===== config.mk =====
export PLATFORM = sky130hd
export DESIGN_NAME = serial_tx_arbiter
export DESIGN_NICKNAME = d
export VERILOG_FILES = /design/src/rtl/fir_ser_pkg.sv /design/src/rtl/ser_rr_picker.sv /design/src/rtl/serial_tx_arbiter.sv
export SDC_FILE = /design/constraint.sdc
export NUM_CORES = 1
export LEC_CHECK = 0
export ABC_AREA = 1
export ABC_CLOCK_PERIOD_IN_PS = 1550
export BUFFER_PORTS_ARGS = -buffer_cell sky130_fd_sc_hd__buf_2
export CORE_MARGIN = 5
export CORE_UTILIZATION = 40
export DETAILED_ROUTE_END_ITERATION = 12
export GPL_ROUTABILITY_DRIVEN = 1
export PLACE_DENSITY = 0.71
export RECOVER_POWER = 50
export SYNTH_ARGS = -nofsm -noshare
export SYNTH_HDL_FRONTEND = slang
export SYNTH_SLANG_ARGS = --single-unit

===== constraint.sdc =====
create_clock -name i_clk -period 1.55 [get_ports i_clk]
set_input_delay 0.155 -clock i_clk [delete_from_list [all_inputs] [get_ports i_clk]]
set_output_delay 0.155 -clock i_clk [all_outputs]
set_load 0.01 [all_outputs]

===== src/rtl/fir_ser_pkg.sv =====
`default_nettype none
// +----------------------------------------------------------------------+
// | fir_ser_pkg: shared FSM encoding and width helper for serial TX arb. |
// | Rev 1.0                                                              |
// +----------------------------------------------------------------------+
package fir_ser_pkg;

  typedef enum logic [1:0] {
    ST_IDLE   = 2'd0,
    ST_ISSUE  = 2'd1,
    ST_STREAM = 2'd2,
    ST_GAP    = 2'd3
  } state_e;

  // Index width that stays legal for a single requester.
  function automatic int safe_w(input int n);
    return (n > 1) ? $clog2(n) : 1;
  endfunction

endpackage
`default_nettype wire


===== src/rtl/ser_rr_picker.sv =====
`default_nettype none
// +----------------------------------------------------------------------+
// | ser_rr_picker: combinational round-robin winner select.              |
// | Rev 1.0                                                              |
// +----------------------------------------------------------------------+
module ser_rr_picker
  import fir_ser_pkg::*;
#(
  parameter  int N_REQ = 4,
  localparam int GW    = safe_w(N_REQ)
) (
  input  logic [N_REQ-1:0] iv_req,
  input  logic [GW-1:0]    iv_rr_ptr,
  output logic [GW-1:0]    ov_win_id,
  output logic             o_any
);

  logic          w_hit;
  logic [GW-1:0] w_hi_id;
  logic [GW-1:0] w_lo_id;

  // Descending scan: the last match written is the lowest index.
  always_comb begin
    o_any   = 1'b0;
    w_hit   = 1'b0;
    w_hi_id = '0;
    w_lo_id = '0;
    for (int i = N_REQ - 1; i >= 0; i--) begin
      if (iv_req[i]) begin
        o_any   = 1'b1;
        w_lo_id = GW'(i);
        if (i >= int'(iv_rr_ptr)) begin
          w_hit   = 1'b1;
          w_hi_id = GW'(i);
        end
      end
    end
    ov_win_id = w_hit ? w_hi_id : w_lo_id;
  end

endmodule
`default_nettype wire


===== src/rtl/serial_tx_arbiter.sv =====
`default_nettype none
// +----------------------------------------------------------------------+
// | serial_tx_arbiter: round-robin share of one bit-serial transmitter.  |
// | Rev 1.0                                                              |
// +----------------------------------------------------------------------+
module serial_tx_arbiter
  import fir_ser_pkg::*;
#(
  parameter  int N_REQ  = 4,
  parameter  int LENGTH = 8,
  localparam int GW     = safe_w(N_REQ),
  localparam int CW     = $clog2(LENGTH + 1)
) (
  input  logic                    i_clk,
  input  logic                    i_rst,
  input  logic                    i_en,
  input  logic [N_REQ-1:0]        iv_req,
  input  logic [N_REQ*LENGTH-1:0] iv_data,
  output logic [N_REQ-1:0]        ov_ack,
  output logic [GW-1:0]           ov_gnt_id,
  output logic                    o_busy,
  output logic [LENGTH-1:0]       ov_ser_din,
  output logic                    o_ser_din_valid,
  input  logic                    i_ser_ready,
  input  logic                    i_ser_dout_valid,
  input  logic                    i_sink_ready
);

  state_e            state_q, state_d;
  logic [N_REQ-1:0]  ack_q, ack_d;
  logic [GW-1:0]     gnt_q, gnt_d;
  logic              busy_q, busy_d;
  logic [LENGTH-1:0] din_q, din_d;
  logic              vld_q, vld_d;
  logic [GW-1:0]     rr_ptr_q, rr_ptr_d;
  logic [CW-1:0]     bit_cnt_q, bit_cnt_d;

  logic [GW-1:0]     w_win_id;
  logic              w_any;

  ser_rr_picker #(.N_REQ(N_REQ)) u_picker (
    .iv_req    (iv_req),
    .iv_rr_ptr (rr_ptr_q),
    .ov_win_id (w_win_id),
    .o_any     (w_any)
  );

  // i_en low freezes everything, which also stretches a pending ack pulse.
  always_ff @(posedge i_clk) begin
    if (i_rst) begin
      state_q   <= ST_IDLE;
      ack_q     <= '0;
      gnt_q     <= '0;
      busy_q    <= 1'b0;
      din_q     <= '0;
      vld_q     <= 1'b0;
      rr_ptr_q  <= '0;
      bit_cnt_q <= '0;
    end else if (i_en) begin
      state_q   <= state_d;
      ack_q     <= ack_d;
      gnt_q     <= gnt_d;
      busy_q    <= busy_d;
      din_q     <= din_d;
      vld_q     <= vld_d;
      rr_ptr_q  <= rr_ptr_d;
      bit_cnt_q <= bit_cnt_d;
    end
  end

  always_comb begin
    state_d   = state_q;
    ack_d     = '0;
    gnt_d     = gnt_q;
    din_d     = din_q;
    vld_d     = vld_q;
    rr_ptr_d  = rr_ptr_q;
    bit_cnt_d = bit_cnt_q;
    case (state_q)
      ST_IDLE: begin
        if (w_any) begin
          din_d           = iv_data[int'(w_win_id)*LENGTH +: LENGTH];
          gnt_d           = w_win_id;
          ack_d[w_win_id] = 1'b1;
          vld_d           = 1'b1;
          state_d         = ST_ISSUE;
        end
      end
      ST_ISSUE: begin
        if (i_ser_ready) begin
          vld_d     = 1'b0;
          bit_cnt_d = '0;
          state_d   = ST_STREAM;
        end
      end
      ST_STREAM: begin
        if (i_ser_dout_valid && i_sink_ready) begin
          bit_cnt_d = bit_cnt_q + CW'(1);
          if (bit_cnt_q == CW'(LENGTH - 1)) state_d = ST_GAP;
        end
      end
      ST_GAP: begin
        // Rotate past the grantee so a still-high request yields to others.
        rr_ptr_d = (gnt_q == GW'(N_REQ - 1)) ? '0 : gnt_q + GW'(1);
        state_d  = ST_IDLE;
      end
      default: begin
        vld_d   = 1'b0;
        state_d = ST_IDLE;
      end
    endcase
    busy_d = (state_d != ST_IDLE);
  end

  assign ov_ack          = ack_q;
  assign ov_gnt_id       = gnt_q;
  assign o_busy          = busy_q;
  assign ov_ser_din      = din_q;
  assign o_ser_din_valid = vld_q;

endmodule
`default_nettype wire

==> summary.md <==
The number of global-route vias before repair came out at 1,479. The analysis attributes to cell leakage a power of 0.927 nW. Setup repair after global routing left no endpoint under its margin. Summing the areas of all fa, ha and maj instances in the mapped netlist gives 1.61% of the synthesized area. The worst hold path passes through 2 cells. The count of buffers added on input and output ports is 57.

The synthesized netlist devotes 11.7% of its cell area to compound gates. The area enclosed by the die boundary was 5230 sq um. The run gives 0 as the count of endpoints failing hold in the final timing report. The tools report the detailed-route DRC error count as 0. The initial antenna violation count was 0; the wire length of the first global-routing pass was 6280 um. The synthesized netlist occupies a cell area of 1550 sq um. Worst-skew pair later-pin latency: 0.27 ns.

For the pin with the worst max-slew slack, the measured transition is 0.258 ns. The tree is rooted in a clkbuf_8. In this run the most critical hold path is launched from i_rst.

For the post-synthesis instance total, the log shows 227. The clock passes through at most 2 buffers. Between clock sinks in the finished design, the worst skew comes to 0.00144 ns. The tools report the detailed-routing iteration count for the pre-antenna-repair pass as 4.

Summed over all failing endpoints, the final setup total negative slack is 0 ns. The region available for standard cell placement spans 3720 sq um. The largest incremental delay on the critical path is 0.36 ns, and the initial cell density of the core is 41.8%. From synthesis to final layout, the design area changed by 25.9%. The depth of the most critical reg-to-reg path was 10. Hold repair after CTS inserted 0 buffers. Cells with a size suffix above 1 make up 29.7% of the layout. After the first detailed-routing iteration, the DRC count stood at 85. Entering global routing, the biggest net connects 30 pins. For this design the top-level I/O count stands at 58. In this run the horizontal extent of the chip is 72.3 um. The initialized floorplan defines 22 standard-cell rows. The worst hold-check path type is in2reg. Register-to-register setup slack: 0.18 ns. The cell at the slowest stage of the critical path was dfxtp_1.

The cell type with the highest occurrence count on the critical path is nand2_1. The worst-case IR drop observed on VDD is 579 uV. The worst setup path is launched from a flop.

Summing all placed instances gives a cell area of 1900 sq um. TritonCTS built the clock tree. The end of the worst register-to-register path was ov_ser_din[0].

In this run, distinct cell masters in the synthesized netlist total 30. The run finished with clean final reports. The fraction of the yosys area taken by sequential cells is 30.9%, and the maximum clock frequency is 0.731 GHz. Summing all multi-input logic gate instances after layout gives 900 sq um. The number of H-tree levels is 1. The xor/xnor cell area share of the yosys netlist works out to 0%. The tools report the final setup slack of the worst path as 0.182 ns. The power density over cell area is 792 nW/um^2. For the arrival time reported for the critical path endpoint, the log shows 1.54 ns.

Before CTS, the worst setup slack after placement is 0.0900 ns. By area, the combinational part of the netlist is dominated by simple AND/OR/NAND/NOR gates. The tools report the nature of the critical path endpoint as a flop. The tree built by TritonCTS fans out to 24 sinks.

Of all nets on the critical path, the largest fanout is 8. The floorplan step set the die height to 72.3 um. The critical path goes through nand2_1 > nand2_2 > nand2_1 > nand2_1 > nand2_2 > buf_4 > nand4_1 > nand3_1 > nor2_1 > nor2_1. Clock period minus final worst setup slack: 1.37 ns. The logs give 82.7% for the headroom to the max-slew limit and 0 for the global route total overflow.

The number of CTS-inserted buffers was 3. For this run, the total global-route usage over all layers was measured as 14.7%. The combined flip-flop and latch cell area is 480 sq um, and the per-instance average area after synthesis is 6.85 sq um.

Average vias per placed instance: 4.74. For the final number of max-transition violations, the log shows 0. After detailed routing, the average wire length per cell comes to 11.1 um. After clock tree synthesis, the clock-pin slew on the worst setup and hold paths is 0.09 ns.

The worst setup path is of the reg2reg kind. The routed design has 3750 um of wire. The worst register-to-register path begins at rr_ptr_q[0]. The hold-critical path endpoint was ov_ack[1].

The count of nets left with antenna violations once routing finished came out at 0. For the hold slack, the log shows 0.188 ns. Across the run, the number of max-cap violations was 0.

Of the total synthesized cell area, the portion taken by AND, OR, NAND and NOR gates is 43.3%. Setup violations remaining at the end of the flow were counted as 0. The half-perimeter wire length after detailed placement was 2860 um; the post-route standard cell area excluding fillers was 1960 sq um.

Summing over every cut layer, the via total after detailed routing is 1,602. For the number of fill cells, the log shows 403. For the global placer's final weighted congestion, the log shows 0.781. The number of antenna cells inserted is 0. The post-synthesis sequential element count was 24; the final period utilization was 88.3%. The multiplexer fraction of the synthesized cell area came out at 0%. Synthesis produced a netlist with a net count of 271. For this run, the number of Yosys warnings is 0.

Data on the critical path is required at its endpoint by 1.72 ns. After the last flow step, the layout net total stands at 335.
-- kinds of logic after synthesis --
group,after synthesis
buffers and inverters,37
flip-flops,24
AO/OA/AOI/OAI,31
adder cells (fa/ha/maj),2
AND/OR/NAND/NOR,133
-- flip-flops by register name, summed over array words and instances, names as in the netlist --
register,flops
ov_ser_din,8
state_q,2
ov_gnt_id,2
ov_ack,4
o_busy,1
o_ser_din_valid,1
rr_ptr_q,2
bit_cnt_q,4
-- how the worst max path moves through the flow --
stage                startpoint       endpoint  depth (start not counted)
floorplan           rr_ptr_q[1]  ov_ser_din[2]                         12
global placement    rr_ptr_q[0]  ov_ser_din[6]                         11
detailed placement  rr_ptr_q[0]  ov_ser_din[4]                         11
CTS                 rr_ptr_q[1]  ov_ser_din[4]                         11
global route        rr_ptr_q[1]  ov_ser_din[6]                         11
finish              rr_ptr_q[0]  ov_ser_din[0]                         10
-- per-stage QoR --
stage,instances,total power [mW],util (%)
floorplan,227,0.994,-
global placement,333,1.13,51.2
detailed placement,333,1.13,51.2
CTS,337,1.57,52.7
global route,338,1.65,52.7
finish,338,1.55,52.7
-- power by group --
part	switching [mW]	internal (mW)	leakage, nW
logic	0.246	0.176	0.702
registers	0.0276	0.662	0.197
clock network	0.212	0.227	0.0288
total	0.485	1.07	0.927
-- final cells by class --
type	count	share of cell area (%)
multi-input combinational	167	46.0
timing repair buffer	68	18.4
inverter	27	5.18
sequential	24	24.6
clock buffer	4	2.81
tap	48	3.07
-- cell usage in the layout (no fill, tap or decap), types with 6 or more instances in the layout --
cell type,instances
nor2_1,44
buf_2,41
nand2_1,39
inv_1,24
dfxtp_1,24
clkbuf_1,17
nand3_1,15
o21ai_0,11
nand2_2,8
a21oi_1,8
nand4_1,8
buf_4,8
nand3_2,7
a21oi_2,6
-- repair_timing --
item,CTS,global route
setup endpoints to repair,0,8
setup buffers,0,0
resized for setup,0,2
-- metal layers --
metal / GRT usage [%] / routed length, um / share of wire (%)
met5: 0 / 0 / 0
met1: 18.3 / 1720 / 46
met2: 25.6 / 1790 / 48
met3: 2.91 / 194 / 5.2
met4: 4.38 / 39 / 1.0
-- critical path, delay by kind of cell, from the launching register on --
kind / cells / cell delay, ns
buffers and inverters: 1 / 0.20
flip-flops: 1 / 0.36
AND/OR/NAND/NOR: 9 / 0.72
-- cell usage after synthesis, drive strengths merged --
library cell  instances  share of area [%]
buf                   8                5.5
nor4                  1                1.4
clkbuf                2               0.48
a21oi                14                6.0
nand2                49                 14
ha                    2                1.6
o21ai                15                4.8
nand4                 8                3.2
inv                  27                6.5
nor2                 46                 12
nand3                22                9.3
nor3                  4                1.3
nor3b                 1               0.48
dfxtp                24                 31
o211ai                1               0.48
nand3b                2                1.8
a31oi                 1               0.40
No activity file was read; power rests on OpenSTA's default activity.
